[src/rtl/ifetch_queue.sv]
// Instruction fetch stage: owns the fetch PC, issues imem reads and queues returned words for decode.
// Optional `IFETCH_BYPASS_EN: a word returning to an empty queue is presented to decode in the same cycle.
module ifetch_queue #(
    parameter int          DEPTH   = 2,
    parameter logic [31:0] PC_INIT = 32'h0000_0000
) (
    input  logic        CLK,
    input  logic        nRST,
    output logic        imemREN,
    output logic [31:0] imemaddr,
    input  logic        ihit,
    input  logic [31:0] imemload,
    output logic [31:0] inst,
    output logic [31:0] inst_pc,
    output logic [31:0] inst_npc,
    output logic        inst_valid,
    input  logic        inst_ready,
    input  logic        redirect,
    input  logic [31:0] redirect_addr,
    input  logic        halt
);
    localparam int AW = $clog2(DEPTH);
    localparam int CW = AW + 1;

    localparam logic [1:0] S_BOOT    = 2'd0;
    localparam logic [1:0] S_RUN     = 2'd1;
    localparam logic [1:0] S_DISCARD = 2'd2;
    localparam logic [1:0] S_HALTED  = 2'd3;

    logic [1:0]    state_q, state_d;
    logic [31:0]   fetch_pc_q, fetch_pc_d;
    logic [31:0]   old_addr_q, old_addr_d;
    logic [31:0]   last_pc_q, last_pc_d;
    logic [CW-1:0] count_q, count_d;
    logic [AW-1:0] head_q, head_d, tail_q, tail_d;
    logic [31:0]   fifo_inst_q [DEPTH];
    logic [31:0]   fifo_pc_q   [DEPTH];

    logic full, fifo_valid, live, take, byp, push, pop;

    assign full       = (count_q == CW'(DEPTH));
    assign fifo_valid = (count_q != '0);
    assign live       = !halt && !redirect;

    always_comb begin
        imemREN  = 1'b0;
        imemaddr = fetch_pc_q;
        case (state_q)
            S_RUN:     imemREN = !full;
            S_DISCARD: begin
                imemREN  = 1'b1;
                imemaddr = old_addr_q;
            end
            default:   imemREN = 1'b0;
        endcase
    end

    assign take = (state_q == S_RUN) && imemREN && ihit;

`ifdef IFETCH_BYPASS_EN
    assign byp = take && !fifo_valid && live;
`else
    assign byp = 1'b0;
`endif

    always_comb begin
        inst       = 32'h0;
        inst_pc    = last_pc_q;
        inst_valid = fifo_valid | byp;
        if (fifo_valid) begin
            inst    = fifo_inst_q[head_q];
            inst_pc = fifo_pc_q[head_q];
        end else if (byp) begin
            inst    = imemload;
            inst_pc = fetch_pc_q;
        end
    end

    assign inst_npc = inst_pc + 32'd4;

    // A bypassed word taken by decode this cycle never enters the queue.
    assign pop  = fifo_valid && inst_ready && live;
    assign push = take && live && !(byp && inst_ready);

    always_comb begin
        state_d    = state_q;
        fetch_pc_d = fetch_pc_q;
        old_addr_d = old_addr_q;
        count_d    = count_q;
        head_d     = head_q;
        tail_d     = tail_q;
        last_pc_d  = inst_valid ? inst_pc : last_pc_q;
        if (state_q != S_HALTED) begin
            if (halt) begin
                state_d = S_HALTED;
                count_d = '0;
                head_d  = '0;
                tail_d  = '0;
            end else if (redirect) begin
                count_d    = '0;
                head_d     = '0;
                tail_d     = '0;
                fetch_pc_d = redirect_addr & ~32'h3;
                case (state_q)
                    S_RUN: begin
                        // Outstanding read must still be consumed before the new address goes out.
                        if (imemREN && !ihit) begin
                            state_d    = S_DISCARD;
                            old_addr_d = fetch_pc_q;
                        end
                    end
                    S_DISCARD: if (ihit) state_d = S_RUN;
                    default:   state_d = S_RUN;
                endcase
            end else begin
                case (state_q)
                    S_BOOT:    state_d = S_RUN;
                    S_DISCARD: if (ihit) state_d = S_RUN;
                    default: begin
                        if (take) fetch_pc_d = fetch_pc_q + 32'd4;
                        if (push) tail_d = tail_q + 1'b1;
                        if (pop)  head_d = head_q + 1'b1;
                        count_d = count_q + CW'(push) - CW'(pop);
                    end
                endcase
            end
        end
    end

    always_ff @(posedge CLK or negedge nRST) begin
        if (!nRST) begin
            state_q    <= S_BOOT;
            fetch_pc_q <= PC_INIT;
            old_addr_q <= PC_INIT;
            last_pc_q  <= 32'h0;
            count_q    <= '0;
            head_q     <= '0;
            tail_q     <= '0;
        end else begin
            state_q    <= state_d;
            fetch_pc_q <= fetch_pc_d;
            old_addr_q <= old_addr_d;
            last_pc_q  <= last_pc_d;
            count_q    <= count_d;
            head_q     <= head_d;
            tail_q     <= tail_d;
        end
    end

    always_ff @(posedge CLK) begin
        if (push) begin
            fifo_inst_q[tail_q] <= imemload;
            fifo_pc_q[tail_q]   <= fetch_pc_q;
        end
    end
endmodule

[config.mk]
export PLATFORM = sky130hd
export DESIGN_NAME = ifetch_queue
export DESIGN_NICKNAME = d
export VERILOG_FILES = /design/src/rtl/ifetch_queue.sv
export SDC_FILE = /design/constraint.sdc
export NUM_CORES = 1
export LEC_CHECK = 0
export BUFFER_PORTS_ARGS = -buffer_cell sky130_fd_sc_hd__buf_2
export CAP_MARGIN = 20
export CORE_MARGIN = 5
export CORE_UTILIZATION = 50
export CTS_BUF_LIST = sky130_fd_sc_hd__clkbuf_4
export DETAILED_ROUTE_END_ITERATION = 12
export PLACE_DENSITY = 0.73
export SYNTH_ARGS = -nofsm -noshare
export SYNTH_HDL_FRONTEND = slang
export SYNTH_SLANG_ARGS = --single-unit
[constraint.sdc]
create_clock -name CLK -period 7.6 [get_ports CLK]
set_clock_uncertainty 0.2 [all_clocks]
set_input_delay 0.76 -clock CLK [delete_from_list [all_inputs] [get_ports CLK]]
set_output_delay 0.76 -clock CLK [all_outputs]
set_load 0.005 [all_outputs]
Yosys cells after proc, flatten, opt, wreduce, memory -nomap -nowiden:

Memory sizes are Yosys's and may differ from the RTL's.
Index checks and enable logic that the tools add are counted.

* register bits: 102
* bits in writable memories: 128
* output and inout bits: 130
* word-level logic and storage cells: 73
* memories: 2

* add/subtract/negate cells: 6
* equality and inequality tests: 7
* muxes and demuxes: 26
* bitwise operators: 1
* reduce and logical (&&, ||, !) cells: 24

Memory list
* fifo_inst_q: words 2, width 32, read ports 1, clocked after memory_dff 0, wr ports 1, RTL line 36 `logic [31:0] fifo_inst_q [DEPTH];`
* fifo_pc_q: words 2, width 32, read ports 1, clocked after memory_dff 0, wr ports 1, RTL line 37 `logic [31:0] fifo_pc_q [DEPTH];`

Operator list (number)
* 32-bit two-way mux: 6
* 32-bit by 3-bit adder with 32-bit output (second input constant): 2
* 2-bit two-way mux: 7
* 1-bit two-way mux: 10
* 3-bit AND reduction: 3
* 2-bit one-hot mux with 2 select lines: 2
* 1-bit logical AND: 7
* 3-bit nonzero test: 2
* 5-bit AND reduction: 1
* 2-bit == test (second input constant): 2
* 1-bit zero test: 4
* 4-bit by 3-bit inequality test with 1-bit output (second input constant): 1
* 4-bit AND reduction: 1
* 2-bit nonzero test: 2
* 4-bit nonzero test: 1
* 3-bit by 1-bit inequality test with 1-bit output (second input constant): 1
* 1-bit adder (second input constant): 2
* 2-bit by 1-bit adder with 2-bit output: 1
* 2-bit by 1-bit == test with 1-bit output (second input constant): 1
* 2-bit zero test: 1
* 2-bit by 1-bit inequality test with 1-bit output (second input constant): 1
* 2-bit inequality test (second input constant): 1
* 1-bit one-hot mux with 2 select lines: 1
* 2-bit AND reduction: 1
* other kinds (3): 3

Longest topological paths before layout:

* depth in word-level cells: 11
* mapped depth: 14
* mapped depth without buffers: 12

Worst setup path before layout:

Ideal clock, no wire load.

* kind: input port to flip-flop
* start point: in redirect
* end point: mem fifo_inst_q[0][0], enable pin
* library setup time: 482 ps
* data arrival time: 3797 ps
* required time: 6918 ps
* path slack: 3121 ps
* stages: 4
* buffers on the path: 1
* cells stage by stage: clkbuf_1 nor2_1 nand2_1 nor2_1

* cells in the longest elaborated chain, start to end: 5

RTL lines
* start: declaration: RTL line 18 `input logic redirect,`
* 1-bit zero test: RTL line 43 `assign live = !halt && !redirect;`
* 1-bit logical AND: RTL line 43
* 1-bit logical AND: RTL line 83 `assign push = take && live && !(byp && inst_ready);`
* 1-bit two-way mux: RTL line 151 `if (push) begin`
* 1-bit two-way mux (implied by the code): RTL line 152 `fifo_inst_q[tail_q] <= imemload;`
* end: declaration: RTL line 36

Every way passes these cells.

Final worst setup path:

* start point: reg count_q[0]
* end point: out inst_npc[16]

* cells in the longest elaborated chain, start to end: 3

RTL lines
* start: declaration: RTL line 34 `logic [CW-1:0] count_q, count_d;`
* start signal: assignment: RTL line 144 `count_q <= count_d;`
* 2-bit nonzero test: RTL line 42 `assign fifo_valid = (count_q != '0);`
* 32-bit two-way mux: RTL line 70 `if (fifo_valid) begin`
* 32-bit by 3-bit adder with 32-bit output: RTL line 79 `assign inst_npc = inst_pc + 32'd4;`
* end: declaration: RTL line 15 `output logic [31:0] inst_npc,`

Every way passes these cells.

==> metrics.txt <==
final core occ 60.5%; post-synthesis sequential area ratio 59.1%; fin cells 1372; multi-input logic area 3930 sq um; Post-synth EDFFs 124; static leakage 5.34 nW; Final Cycle Share 66.2%; initial detailed-routing violation count 479; min-delay src imemload[9]; Num CTS Buffers 57; unrepaired setup endpoints after global routing no; Sequential cell area 6180 sq um; initial antenna violation count 1; hold slack 0.0807 ns; Reg2Reg Depth 8; vias 7408; FILL cells 1702; # nets final 1132; Synth area leaders edfxtp_1 36%, dfrtp_1 23%, mux2i_1 6.7%; # resized after CTS 0; detailed-placement wirelength estimate 16400 um; Synth Cell Area 10400 sq um; dpl cell area 11500 sq um; top_reg_cell synth edfxtp_1; Hold Path Class in -> reg; Sum Neg Setup Slack 0 ns; pin slew with the least headroom to its limit 0.988 ns; largest net degree at the start of global routing 75; Final setup viols 0; DIE HEIGHT 155 um; min cycle time layout 5.03 ns; top cells by count, synth 124 x edfxtp_1, 98 x dfrtp_1, 70 x mux2i_1, 65 x nor2_1, 59 x mux2_2; cell area after layout 12400 sq um; grt ovf 0; Worst R2R Start state_q[0]; post-synthesis cell type count 58; RR Endpoint fetch_pc_q[4]; ANT nets after route 0; hold path cells 1; fmax 199 MHz; Rows 52; Worst slew margin 34.1%; share of post-route cells with drive strength above 1 36.8%; GR Util All Layers 20.1%; vias in the first global route 7406; CTS tree done; Slew Limit Fails 0; CTS max path bufs 3; Fin. Hold Viols 0; VDD IR max 0.000175 V; Synth Register Bits 222; worst skew pair latency 0.67 ns; starting density of the core 51.1%; die area 23900 sq um; Ports 200; DP Cell Count 1263; Synth Instances 840; crit path max fanout 67; average cell area after synthesis 12.4 sq um; Pre-Repair DR Iteration Count 4; reg2reg setup slack 4.19 ns; root buffer cell clkbuf_4; Yosys top cell by area edfxtp_1; Setup WS post-layout 2.57 ns; power per cell area 301 nW/um^2; Place WS 3.17 ns; DRT Wirelength 24000 um; count leader, synth edfxtp_1; critical path launch point type flip-flop; mean routed wirelength per cell 17.5 um; Via density 5.40; Total Power 3.72 mW; post-synth top area share 35.7%; Reg clk slew, reported paths 0.07 ns; core area 20400 sq um; Async S/R FF share, synth 44.1%; hold worst-path end fifo_inst_q[1][9]; Critical Path AT 4.07 ns; Crit. End Element primary output; Post-CTS Setup Bufs 0; status finished, final reports clean; routability cong. 0.801; Worst EP required 6.64 ns; IO buf count 195; synth warn 0; Sink Count 222; global-route wire length before repair 38900 um; Die Wd 155 um; WS Path Type reg -> out; H-tree Lvls 2; Area Overhead vs Synth 18.4%; # DRC 0; max-cap violation count 0
## cell usage in the layout (no fill, tap or decap), types with 33 or more instances in the layout
cell and n:
nand2_1 46, buf_2 194, mux2_2 59, clkbuf_4 93, edfxtp_1 124, nor2_1 64
o21ai_0 36, nand3_1 33, mux2i_1 70, a21oi_1 55, dfrtp_1 97
## critical path, stage by stage, from the launching register on
cell and delay (ns):
dfrtp_1 0.40, nor2_4 0.11, buf_4 0.53, inv_2 0.55, a21oi_1 0.40, ha_1 0.26
nand2_1 0.11, nand4b_4 0.30, nor3b_1 0.30, xor2_1 0.27, buf_2 0.17
## metal layers
metal	wire length (um)	track usage, %
met1	11100	28.8
met2	10600	30.2
met3	1900	4.53
met4	423	7.11
met5	0	0
## flip-flops by register name, indices dropped and copies added, names as in the netlist
name         cells
fetch_pc_q      30
head_q           1
last_pc_q       32
count_q          2
fifo_inst_q     64
state_q          2
fifo_pc_q       60
tail_q           1
old_addr_q      30
## power by group
group / internal (mW) / leakage, nW / switching, mW
registers: 1.48 / 2.40 / 0.182
logic: 0.450 / 2.45 / 0.526
clock network: 0.620 / 0.485 / 0.468
## logic make-up (layout without fill, tap and decap cells)
kind of cell / after synthesis / count (layout) / synth area share [%]
mux: 129 / 129 / 13.1
xor+xnor: 29 / 29 / 2.43
compound gates: 151 / 151 / 9.00
fa+ha+maj: 9 / 9 / 1.08
flops: 222 / 222 / 59.1
simple gates: 234 / 234 / 11.8
buf+inv: 65 / 325 / 3.43
other cells: 1 / 3 / 0.0359
## worst max path at each step
stage                                   end       start  depth (start not counted)  slack [ns]
after floorplan           fifo_inst_q[0][0]    redirect                          4        3.12
after global routing           inst_npc[16]  count_q[0]                         10        2.14
after CTS                      inst_npc[16]  count_q[0]                         10        2.44
final                          inst_npc[16]  count_q[0]                         10        2.57
after global placement         inst_npc[16]  count_q[0]                         10        3.26
after detailed placement       inst_npc[16]  count_q[0]                         10        3.17
## layout make-up
class / instances / share of cell area, %
Timing Repair Buffer: 205 / 8.54
Antenna cell: 1 / 0.0202
Tap cell: 270 / 2.73
Clock inverter: 14 / 0.880
Inverter: 13 / 0.395
Clock buffer: 93 / 5.65
Sequential cell: 222 / 50.0
Multi-Input combinational cell: 554 / 31.8
## what timing repair did
item | 4_1_cts | 5_1_grt
endpoints found under the setup margin | 0 | 0
hold buffers | 1 | 0
endpoints found under the hold margin | 24 | 0
Power figures use the tool's default switching activity.
